[config.mk]
export PLATFORM = sky130hd
export DESIGN_NAME = unidade_controle
export DESIGN_NICKNAME = d
export VERILOG_FILES = /design/src/rtl/cpu_pkg.sv /design/src/rtl/unidade_controle_decodificador.sv /design/src/rtl/unidade_controle.sv
export SDC_FILE = /design/constraint.sdc
export NUM_CORES = 1
export LEC_CHECK = 0
export BUFFER_PORTS_ARGS = -buffer_cell sky130_fd_sc_hd__buf_2
export CORE_ASPECT_RATIO = 0.75
export CORE_MARGIN = 4
export CORE_UTILIZATION = 51
export DETAILED_ROUTE_END_ITERATION = 8
export PLACE_DENSITY = 0.88
export SKIP_CTS_REPAIR_TIMING = 1
export SLEW_MARGIN = 20
export SYNTH_ARGS = -nofsm -noshare
export SYNTH_HDL_FRONTEND = slang
export SYNTH_SLANG_ARGS = --single-unit
[constraint.sdc]
create_clock -name clk -period 1.8 [get_ports clk]
set_input_delay 0.27 -clock clk [delete_from_list [all_inputs] [get_ports clk]]
set_output_delay 0.27 -clock clk [all_outputs]
set_load 0.02 [all_outputs]
[src/rtl/cpu_pkg.sv]
// Shared definitions for the 8-bit accumulator CPU control unit.
//
// Contents:
//   - instruction opcodes (high nibble of the instruction word)
//   - FSM state encoding (ESPERA exists only when SINGLE_STEP_EN is defined)
//   - ALU operation and A-source select encodings
//   - control bundle produced by the decoder and registered in DECODIFICA
//
// Optional feature macro: SINGLE_STEP_EN (adds the ESPERA state).
package cpu_pkg;

    localparam int OPCODE_W = 4;

    localparam logic [OPCODE_W-1:0] OP_ADD = 4'h0;
    localparam logic [OPCODE_W-1:0] OP_SUB = 4'h1;
    localparam logic [OPCODE_W-1:0] OP_LDA = 4'h2;
    localparam logic [OPCODE_W-1:0] OP_STA = 4'h3;
    localparam logic [OPCODE_W-1:0] OP_LDB = 4'h4;
    localparam logic [OPCODE_W-1:0] OP_STB = 4'h5;
    localparam logic [OPCODE_W-1:0] OP_LDC = 4'h6;
    localparam logic [OPCODE_W-1:0] OP_JMP = 4'h7;
    localparam logic [OPCODE_W-1:0] OP_AND = 4'h8;
    localparam logic [OPCODE_W-1:0] OP_OR  = 4'h9;
    localparam logic [OPCODE_W-1:0] OP_BEQ = 4'hA;
    localparam logic [OPCODE_W-1:0] OP_HLT = 4'hF;

    typedef enum logic [2:0] {
        BUSCA      = 3'd0,
        DECODIFICA = 3'd1,
        EXECUTA    = 3'd2,
        LEITURA    = 3'd3,
        ESCRITA    = 3'd4,
        PARADO     = 3'd5
`ifdef SINGLE_STEP_EN
        ,
        ESPERA     = 3'd6
`endif
    } estado_t;

    typedef enum logic [1:0] {
        ALU_ADD = 2'b00,
        ALU_SUB = 2'b01,
        ALU_AND = 2'b10,
        ALU_OR  = 2'b11
    } alu_op_t;

    typedef enum logic [1:0] {
        FONTE_ALU  = 2'b00,
        FONTE_RAM  = 2'b01,
        FONTE_IMED = 2'b10
    } fonte_a_t;

    // Where DECODIFICA sends the FSM next.
    typedef enum logic [1:0] {
        CLASSE_EXEC = 2'd0,
        CLASSE_LEIT = 2'd1,
        CLASSE_PARA = 2'd2
    } classe_t;

    typedef struct packed {
        logic     carrega_a;     // A written in EXECUTA (ALU ops, LDC)
        fonte_a_t sel_fonte_a;
        alu_op_t  alu_op;
        logic     ram_escreve;   // STA/STB
        logic     sel_dado_ram;  // 1 selects B as RAM write data
        logic     destino_b;     // LDB: ESCRITA loads B instead of A
        logic     salto_jmp;
        logic     salto_beq;
    } controle_t;

endpackage

[src/rtl/unidade_controle_decodificador.sv]
// decodificador: purely combinational instruction decoder.
//
// Ports:
//   opcode   in   4   instruction high nibble
//   controle out  -   control bundle for EXECUTA/ESCRITA
//   classe   out  2   next-state class taken from DECODIFICA
//
// Opcodes 1011..1110 decode as NOP (empty bundle, EXECUTA class).
module decodificador
    import cpu_pkg::*;
(
    input  logic [OPCODE_W-1:0] opcode,
    output controle_t           controle,
    output classe_t             classe
);

    always_comb begin
        controle = '0;
        classe   = CLASSE_EXEC;
        case (opcode)
            OP_ADD: begin
                controle.carrega_a = 1'b1;
                controle.alu_op    = ALU_ADD;
            end
            OP_SUB: begin
                controle.carrega_a = 1'b1;
                controle.alu_op    = ALU_SUB;
            end
            OP_AND: begin
                controle.carrega_a = 1'b1;
                controle.alu_op    = ALU_AND;
            end
            OP_OR: begin
                controle.carrega_a = 1'b1;
                controle.alu_op    = ALU_OR;
            end
            OP_LDC: begin
                controle.carrega_a   = 1'b1;
                controle.sel_fonte_a = FONTE_IMED;
            end
            OP_STA: controle.ram_escreve = 1'b1;
            OP_STB: begin
                controle.ram_escreve  = 1'b1;
                controle.sel_dado_ram = 1'b1;
            end
            OP_LDA: classe = CLASSE_LEIT;
            OP_LDB: begin
                classe             = CLASSE_LEIT;
                controle.destino_b = 1'b1;
            end
            OP_JMP: controle.salto_jmp = 1'b1;
            OP_BEQ: controle.salto_beq = 1'b1;
            OP_HLT: classe = CLASSE_PARA;
            default: ;
        endcase
    end

endmodule

[src/rtl/unidade_controle.sv]
// unidade_controle: fetch/decode/execute sequencer of the accumulator CPU.
// Owns PC and IR, addresses the combinational instruction ROM and issues
// one-cycle strobes to the A/B registers, ALU and 16-word data RAM.
//
// Ports:
//   clk, rst_n          clock; synchronous active-low reset
//   passo               single-step advance (only with SINGLE_STEP_EN)
//   pc_out              ROM address
//   instrucao_in        ROM data
//   a_zero, b_zero,
//   a_igual_b           datapath flags for JMP / BEQ
//   imediato, ram_end   zero-extended operand / RAM address
//   ram_le, ram_escreve RAM read / write strobes
//   sel_fonte_a         A source: 00 ALU, 01 RAM, 10 imediato
//   sel_dado_ram        RAM write data: 0 A, 1 B
//   alu_op              00 ADD, 01 SUB, 10 AND, 11 OR
//   carrega_a/carrega_b register write enables
//   parado              high after HLT until reset
//
// Optional feature macro: SINGLE_STEP_EN (adds passo and state ESPERA).
module unidade_controle
    import cpu_pkg::*;
#(
    parameter int PC_W   = 8,
    parameter int DADO_W = 8,
    parameter int OPR_W  = 4
) (
    input  logic              clk,
    input  logic              rst_n,
`ifdef SINGLE_STEP_EN
    input  logic              passo,
`endif
    output logic [PC_W-1:0]   pc_out,
    input  logic [DADO_W-1:0] instrucao_in,
    input  logic              a_zero,
    input  logic              b_zero,
    input  logic              a_igual_b,
    output logic [DADO_W-1:0] imediato,
    output logic [OPR_W-1:0]  ram_end,
    output logic              ram_le,
    output logic              ram_escreve,
    output logic [1:0]        sel_fonte_a,
    output logic              sel_dado_ram,
    output logic [1:0]        alu_op,
    output logic              carrega_a,
    output logic              carrega_b,
    output logic              parado
);

    // State entered after reset and after every completed instruction.
`ifdef SINGLE_STEP_EN
    localparam estado_t ESTADO_REPOUSO = ESPERA;
`else
    localparam estado_t ESTADO_REPOUSO = BUSCA;
`endif

    estado_t           estado_reg, estado_next;
    logic [PC_W-1:0]   pc_reg, pc_next;
    logic [DADO_W-1:0] ir_reg, ir_next;
    controle_t         ctrl_reg, ctrl_next;

    controle_t         ctrl_dec;
    classe_t           classe_dec;
    logic [OPR_W-1:0]  operando;

    // IR is loaded at the end of BUSCA, so the operand is stable from
    // DECODIFICA until the next fetch overwrites IR.
    assign operando = ir_reg[OPR_W-1:0];
    assign imediato = {{(DADO_W-OPR_W){1'b0}}, operando};
    assign ram_end  = operando;
    assign pc_out   = pc_reg;

    decodificador u_decodificador (
        .opcode   (ir_reg[DADO_W-1 -: OPCODE_W]),
        .controle (ctrl_dec),
        .classe   (classe_dec)
    );

    always_ff @(posedge clk) begin
        if (!rst_n) begin
            estado_reg <= ESTADO_REPOUSO;
            pc_reg     <= '0;
            ir_reg     <= '0;
            ctrl_reg   <= '0;
        end else begin
            estado_reg <= estado_next;
            pc_reg     <= pc_next;
            ir_reg     <= ir_next;
            ctrl_reg   <= ctrl_next;
        end
    end

    always_comb begin
        estado_next  = estado_reg;
        pc_next      = pc_reg;
        ir_next      = ir_reg;
        ctrl_next    = ctrl_reg;
        ram_le       = 1'b0;
        ram_escreve  = 1'b0;
        sel_fonte_a  = FONTE_ALU;
        sel_dado_ram = 1'b0;
        alu_op       = ALU_ADD;
        carrega_a    = 1'b0;
        carrega_b    = 1'b0;
        parado       = 1'b0;

        case (estado_reg)
`ifdef SINGLE_STEP_EN
            ESPERA: begin
                if (passo) estado_next = BUSCA;
            end
`endif
            BUSCA: begin
                ir_next     = instrucao_in;
                pc_next     = pc_reg + PC_W'(1);
                estado_next = DECODIFICA;
            end
            DECODIFICA: begin
                ctrl_next = ctrl_dec;
                case (classe_dec)
                    CLASSE_LEIT: estado_next = LEITURA;
                    CLASSE_PARA: estado_next = PARADO;
                    default:     estado_next = EXECUTA;
                endcase
            end
            EXECUTA: begin
                carrega_a    = ctrl_reg.carrega_a;
                sel_fonte_a  = ctrl_reg.sel_fonte_a;
                alu_op       = ctrl_reg.alu_op;
                ram_escreve  = ctrl_reg.ram_escreve;
                sel_dado_ram = ctrl_reg.sel_dado_ram;
                // Replaces the increment done during BUSCA.
                if ((ctrl_reg.salto_jmp && a_zero && b_zero) ||
                    (ctrl_reg.salto_beq && a_igual_b))
                    pc_next = {{(PC_W-OPR_W){1'b0}}, operando};
                estado_next = ESTADO_REPOUSO;
            end
            LEITURA: begin
                ram_le      = 1'b1;
                estado_next = ESCRITA;
            end
            ESCRITA: begin
                if (ctrl_reg.destino_b) begin
                    carrega_b = 1'b1;
                end else begin
                    carrega_a   = 1'b1;
                    sel_fonte_a = FONTE_RAM;
                end
                estado_next = ESTADO_REPOUSO;
            end
            PARADO: begin
                parado = 1'b1;
            end
            default: estado_next = ESTADO_REPOUSO;
        endcase
    end

endmodule

# --- Word level (Yosys, flattened, before mapping) ---
# Cells that the tools add are included.
op_classes:
  addsub: 1
  n_eq_ne: 19
  mux: 24
  reduce_logical: 11
op_table:
  columns: ["cell", "count"]
  rows:
  - ["$eq A4 B3 Y1 const B", 4]
  - ["$eq A4 B4 Y1 const B", 4]
  - ["$pmux W8 S2", 1]
  - ["$mux W1", 14]
  - ["$pmux W3 S4", 1]
  - ["$add A8 B1 Y8 const B", 1]
  - ["$eq A4 B2 Y1 const B", 2]
  - ["$mux W8", 1]
  - ["$pmux W2 S2", 2]
  - ["$eq A3 B2 Y1 const B", 2]
  - ["$eq A3 B3 Y1 const B", 2]
  - ["$pmux W2 S3", 1]
  - ["$pmux W3 S2", 1]
  - ["$reduce_or A5 Y1", 1]
  - ["$eq A4 B1 Y1 const B", 1]
  - ["$logic_not A4 Y1", 1]
  - ["$mux W2", 2]
  - ["$reduce_or A2 Y1", 2]
  - ["$eq A3 B1 Y1 const B", 1]
  - ["$logic_and A1 B1 Y1", 3]
  - ["$logic_not A3 Y1", 1]
  - ["$eq A2 B1 Y1 const B", 1]
  - ["$eq A2 B2 Y1 const B", 1]
  - ["$ne A2 B2 Y1 const B", 1]
  - ["other kinds (4)", 4]
word_totals:
  reg_bits: 29
  input_bits: 13
  output_inout_bits: 30
  wordCells: 66

# --- Longest topological paths before layout ---
logic_depth:
  ltp_word: 6
  mapped_depth: 6
  mapped_depth_nobuf: 5

# --- Modules after synthesis ---
# From an unflattened synthesis, not the netlist that was laid out.
hier_totals:
  hier_cells: 202
  hier_area_um2: 1730.4
by_module_without_submodules:
  columns: ["module", "instances", "cells_each", "area_each_um2", "seq_area_each_um2"]
  rows:
  - ["unidade_controle", 1, 182, 1575.3, 580.6]
  - ["decodificador", 1, 20, 155.1, 0.0]

# --- Worst setup path before layout ---
# No wires, ideal clock.
synth_path:
  path_kind: "flip-flop to output port"
  from: "reg estado_reg[2]"
  to: "out carrega_a"
  t_arrival_ps: 1619
  required_time_ps: 1530
  setup_slack_ps: -89
  path_stages_with_launch: 5
  n_path_buf: 1
  path_cell_list: "dfxtp_1 -> buf_2 -> nor2b_1 -> nor3b_1 -> a21o_1"
synth_via:
  elab_chain_len: 2
  elab_cells_between_ends: 3
  classes_between: "eq/ne: 2; mux: 1"
synth_lines:
  columns: ["item", "line", "source"]
  rows:
  - ["start, declared", "unidade_controle.sv:57", "estado_t estado_reg, estado_next;"]
  - ["start signal, assigned", "unidade_controle.sv:86", "estado_reg <= estado_next;"]
  - ["$eq A3 B3 Y1 / $eq A3 B2 Y1 (equally long branches)", "unidade_controle.sv:107", "case (estado_reg)"]
  - ["$pmux W1 S2 (*)", "unidade_controle.sv:107", null]
  - ["end, declared", "unidade_controle.sv:45", "output logic carrega_a,"]
# Mark *: on every way between the ends. The rest lies on a longest branch, timed or not.

# --- Final worst setup path ---
layout_path:
  from: "reg estado_reg[1]"
  to: "out carrega_a"
# The elaborated chain is that of the path after synthesis.

==> flow_metrics.env <==
export IMPL_status="finished clean"
export IMPL_rrSetupSlack_ps=190
export IMPL_clock_power_share=0.242
export IMPL_cp_top_family="flip-flops"
export IMPL_htreeDepth=1
export IMPL_die_w_um=69.8
export IMPL_max_slew_margin=0.509
export IMPL_numCtsBuffers=3
export IMPL_ys_warnings_count=0
export IMPL_drv_slew=0
export IMPL_dp_cells=250
export IMPL_grt_met3_usage=0.0495
export IMPL_vias=1379
export IMPL_worstSetupEndpointType="output port"
export IMPL_rows=16
export IMPL_rsz0062_at_grt="false"
export IMPL_cp_slowest_cell="dfxtp_2"
export IMPL_antenna_left=0
export IMPL_grt_usage=0.183
export IMPL_io_pin_count=43
export IMPL_antenna_cells=0
export IMPL_top_usage_layer="met1"
export IMPL_vias_per_cell=5.43
export IMPL_drv_cap=0
export IMPL_path_cells="inv_1 -> nor3_1 -> a21o_1 -> buf_2"
export IMPL_port_buffers=38
export IMPL_slowest_delay_ps=430
export IMPL_fmax_mhz=587
export IMPL_leakage_uw=0.000770
export IMPL_place_hpwl_mm=2.46
export IMPL_swShare=0.333
export IMPL_fin_nets=234
export IMPL_min_path_type="in2reg"
export IMPL_clk_insertion_delay_late_ps=270
export IMPL_finalCriticalPeriod_ps=1700
export IMPL_ys_ff_latch=28
export IMPL_synth_cell_type_count=38
export IMPL_period_share=0.946
export IMPL_n_fill_cell=236
export IMPL_power_density_mw_per_mm2=921
export IMPL_cts_tree="built"
export IMPL_critPathBufInv=2
export IMPL_power_internal_uw=1040
export IMPL_dieArea_mm2=0.00380
export IMPL_grt_pass1_vias=1176
export IMPL_skew_ps=3.54
export IMPL_fin_util=0.634
export IMPL_critical_path_peak_fanout=11
export IMPL_critPathKind="reg2out"
export IMPL_power_switching_uw=522
export IMPL_ir_drop_uv=423
export IMPL_first_pass_iters=4
export IMPL_drc=0
export IMPL_finalWirelength_mm=3.34
export IMPL_drt_iter0_drc=105
export IMPL_area_growth_syn_to_layout_pct=16.3
export IMPL_largest_register_ffs=9
export IMPL_core_mm2=0.00268
export IMPL_grt_use_met2=0.260
export IMPL_crit_arrival_ps=1430
export IMPL_grt_overflow=0
export IMPL_avgSynthCellArea_um2=7.74
export IMPL_die_h_um=54.4
export IMPL_final_cells=254
export IMPL_path_clk_slew_ps=90
export IMPL_initial_core_util=0.545
export IMPL_seq_area_frac_synth=0.383
export IMPL_netlist_area_mm2=0.00146
export IMPL_wire_per_inst_um=13.2
export IMPL_placed_area_mm2=0.00164
export IMPL_use_met1=0.264
export IMPL_cts_buffer_depth=2
export IMPL_critPathRequiredTime_ps=1530
export IMPL_setup_viol_count_final=0
export IMPL_numClockSinks=28
export IMPL_sequentialPowerShare=0.475
export IMPL_root_buffer="clkbuf_8"
export IMPL_grt_antenna_before_repair=0
export IMPL_worst_slew_pin_slew_ps=736
export IMPL_drive_gt1_frac=0.266
export IMPL_grt_max_degree=25
export IMPL_fin_tns_setup_ps=0
export IMPL_hold_viol=0
export IMPL_syn_inst=189
export IMPL_critPathLaunchType="flip-flop"
export IMPL_place_gp_congestion=0.874
export IMPL_design_area_mm2=0.00170
export IMPL_grt_pass1_wl_mm=5.51
export IMPL_combPwrFrac=0.283
## power groups by stage
stage / Combinational [uW] / Sequential, uW / Clock [uW]
global placement: 431 / 749 / 0
detailed placement: 435 / 752 / 0
global route: 489 / 753 / 415
floorplan: 342 / 742 / 0
finish: 443 / 743 / 379
CTS: 438 / 738 / 390
## final cells by class
class	instances	area, um^2	area share
Inverter	3	11.3	0.00662
Tap cell	36	45.0	0.0265
Clock buffer	4	55.1	0.0324
Multi-Input combinational cell	136	768	0.452
Timing Repair Buffer	47	258	0.152
Sequential cell	28	563	0.331
## through the flow
step / setup WS (ps) / hold WS, ps / power, uW
floorplan: 155 / 388 / 1080
global placement: 246 / 435 / 1180
detailed placement: 191 / 440 / 1190
CTS: -21.9 / 225 / 1570
global route: 3.60 / 216 / 1660
finish: 97.7 / 228 / 1570
## routing by layer
layer | wire, um | vias to the layer above | part of all wire
met1 | 1640 | 613 | 0.49
met4 | 46 | 0 | 0.014
met3 | 331 | 4 | 0.099
met5 | 0 | - | 0
met2 | 1330 | 61 | 0.40
li1 | - | 701 | -
## placed cells by master, fill, tap and decap left out, types with 2 or more instances in the layout
cell type / count
nand3_1: 10
a31oi_1: 3
buf_2: 38
clkbuf_8: 4
nor4b_1: 5
conb_1: 4
a211oi_1: 2
dfxtp_2: 2
ha_1: 2
nor2b_1: 3
inv_1: 3
and2_1: 2
mux2i_1: 2
a21oi_1: 20
nand2_1: 33
nor2_1: 11
dfxtp_1: 26
buf_4: 9
o21ai_0: 6
nor3_1: 5
and3_1: 7
or3_1: 3
## final timing paths
| path | cells past startpoint | start | to |
|---|---|---|---|
| worst max-delay path | 4 | estado_reg[1]$_SDFFE_PN0N_ | carrega_a |
| worst min-delay path | 3 | instrucao_in[3] | ir_reg[3]$_SDFFE_PN0P_ |
| worst max register to register | 4 | ir_reg[6]$_SDFFE_PN0P_ | estado_reg[0]$_SDFFE_PN0N_ |
| worst min register to register | 2 | ctrl_reg[6]$_SDFFE_PN0P_ | ctrl_reg[6]$_SDFFE_PN0P_ |
## cells by family (layout without fill, tap and decap cells)
logic type,after synthesis,in the layout,synth area share
buffers and inverters,28,54,0.107
AOI/OAI and AO/OA,39,39,0.162
other,1,4,0.00256
and+or+nand+nor,88,88,0.309
DFF,28,28,0.383
adders and majority gates,2,2,0.0171
xor gates and xnor gates,1,1,0.00599
muxes,2,2,0.0137
## synth_stat cells
master	instances	area share
o21ai_0	6	0.021
conb_1	1	0.0026
dfxtp_1	28	0.38
nor2_1	12	0.031
a21oi_1	20	0.068
a2111oi_0	1	0.0060
and3_1	7	0.030
or3b_1	1	0.0060
nor4b_1	5	0.030
nor4_1	1	0.0043
xnor2_1	1	0.0060
nand3_1	10	0.034
and4_1	1	0.0060
nor4bb_1	1	0.0068
nor2b_1	4	0.017
clkbuf_1	7	0.018
buf_2	5	0.017
nor3_4	1	0.011
nor3b_1	1	0.0051
nor3_1	5	0.017
a22oi_1	1	0.0051
a31oi_1	3	0.013
inv_1	3	0.0077
nand2_1	33	0.085
a311oi_2	1	0.010
or3_1	3	0.013
ha_1	2	0.017
a21boi_0	1	0.0051
a21o_1	1	0.0051
mux2i_1	2	0.014
and2_1	2	0.0086
a2bb2oi_1	1	0.0060
a311o_1	1	0.0068
buf_4	12	0.062
nand4_1	1	0.0043
buf_1	1	0.0026
o21a_1	1	0.0051
a211oi_1	2	0.010
## worst min-delay path, delay by kind of cell
family / cells / cell delay, ps
buf+inv: 1 / 90
compound gates: 1 / 50
simple gates: 1 / 40
Note: power is estimated with default switching activity, not from simulation.
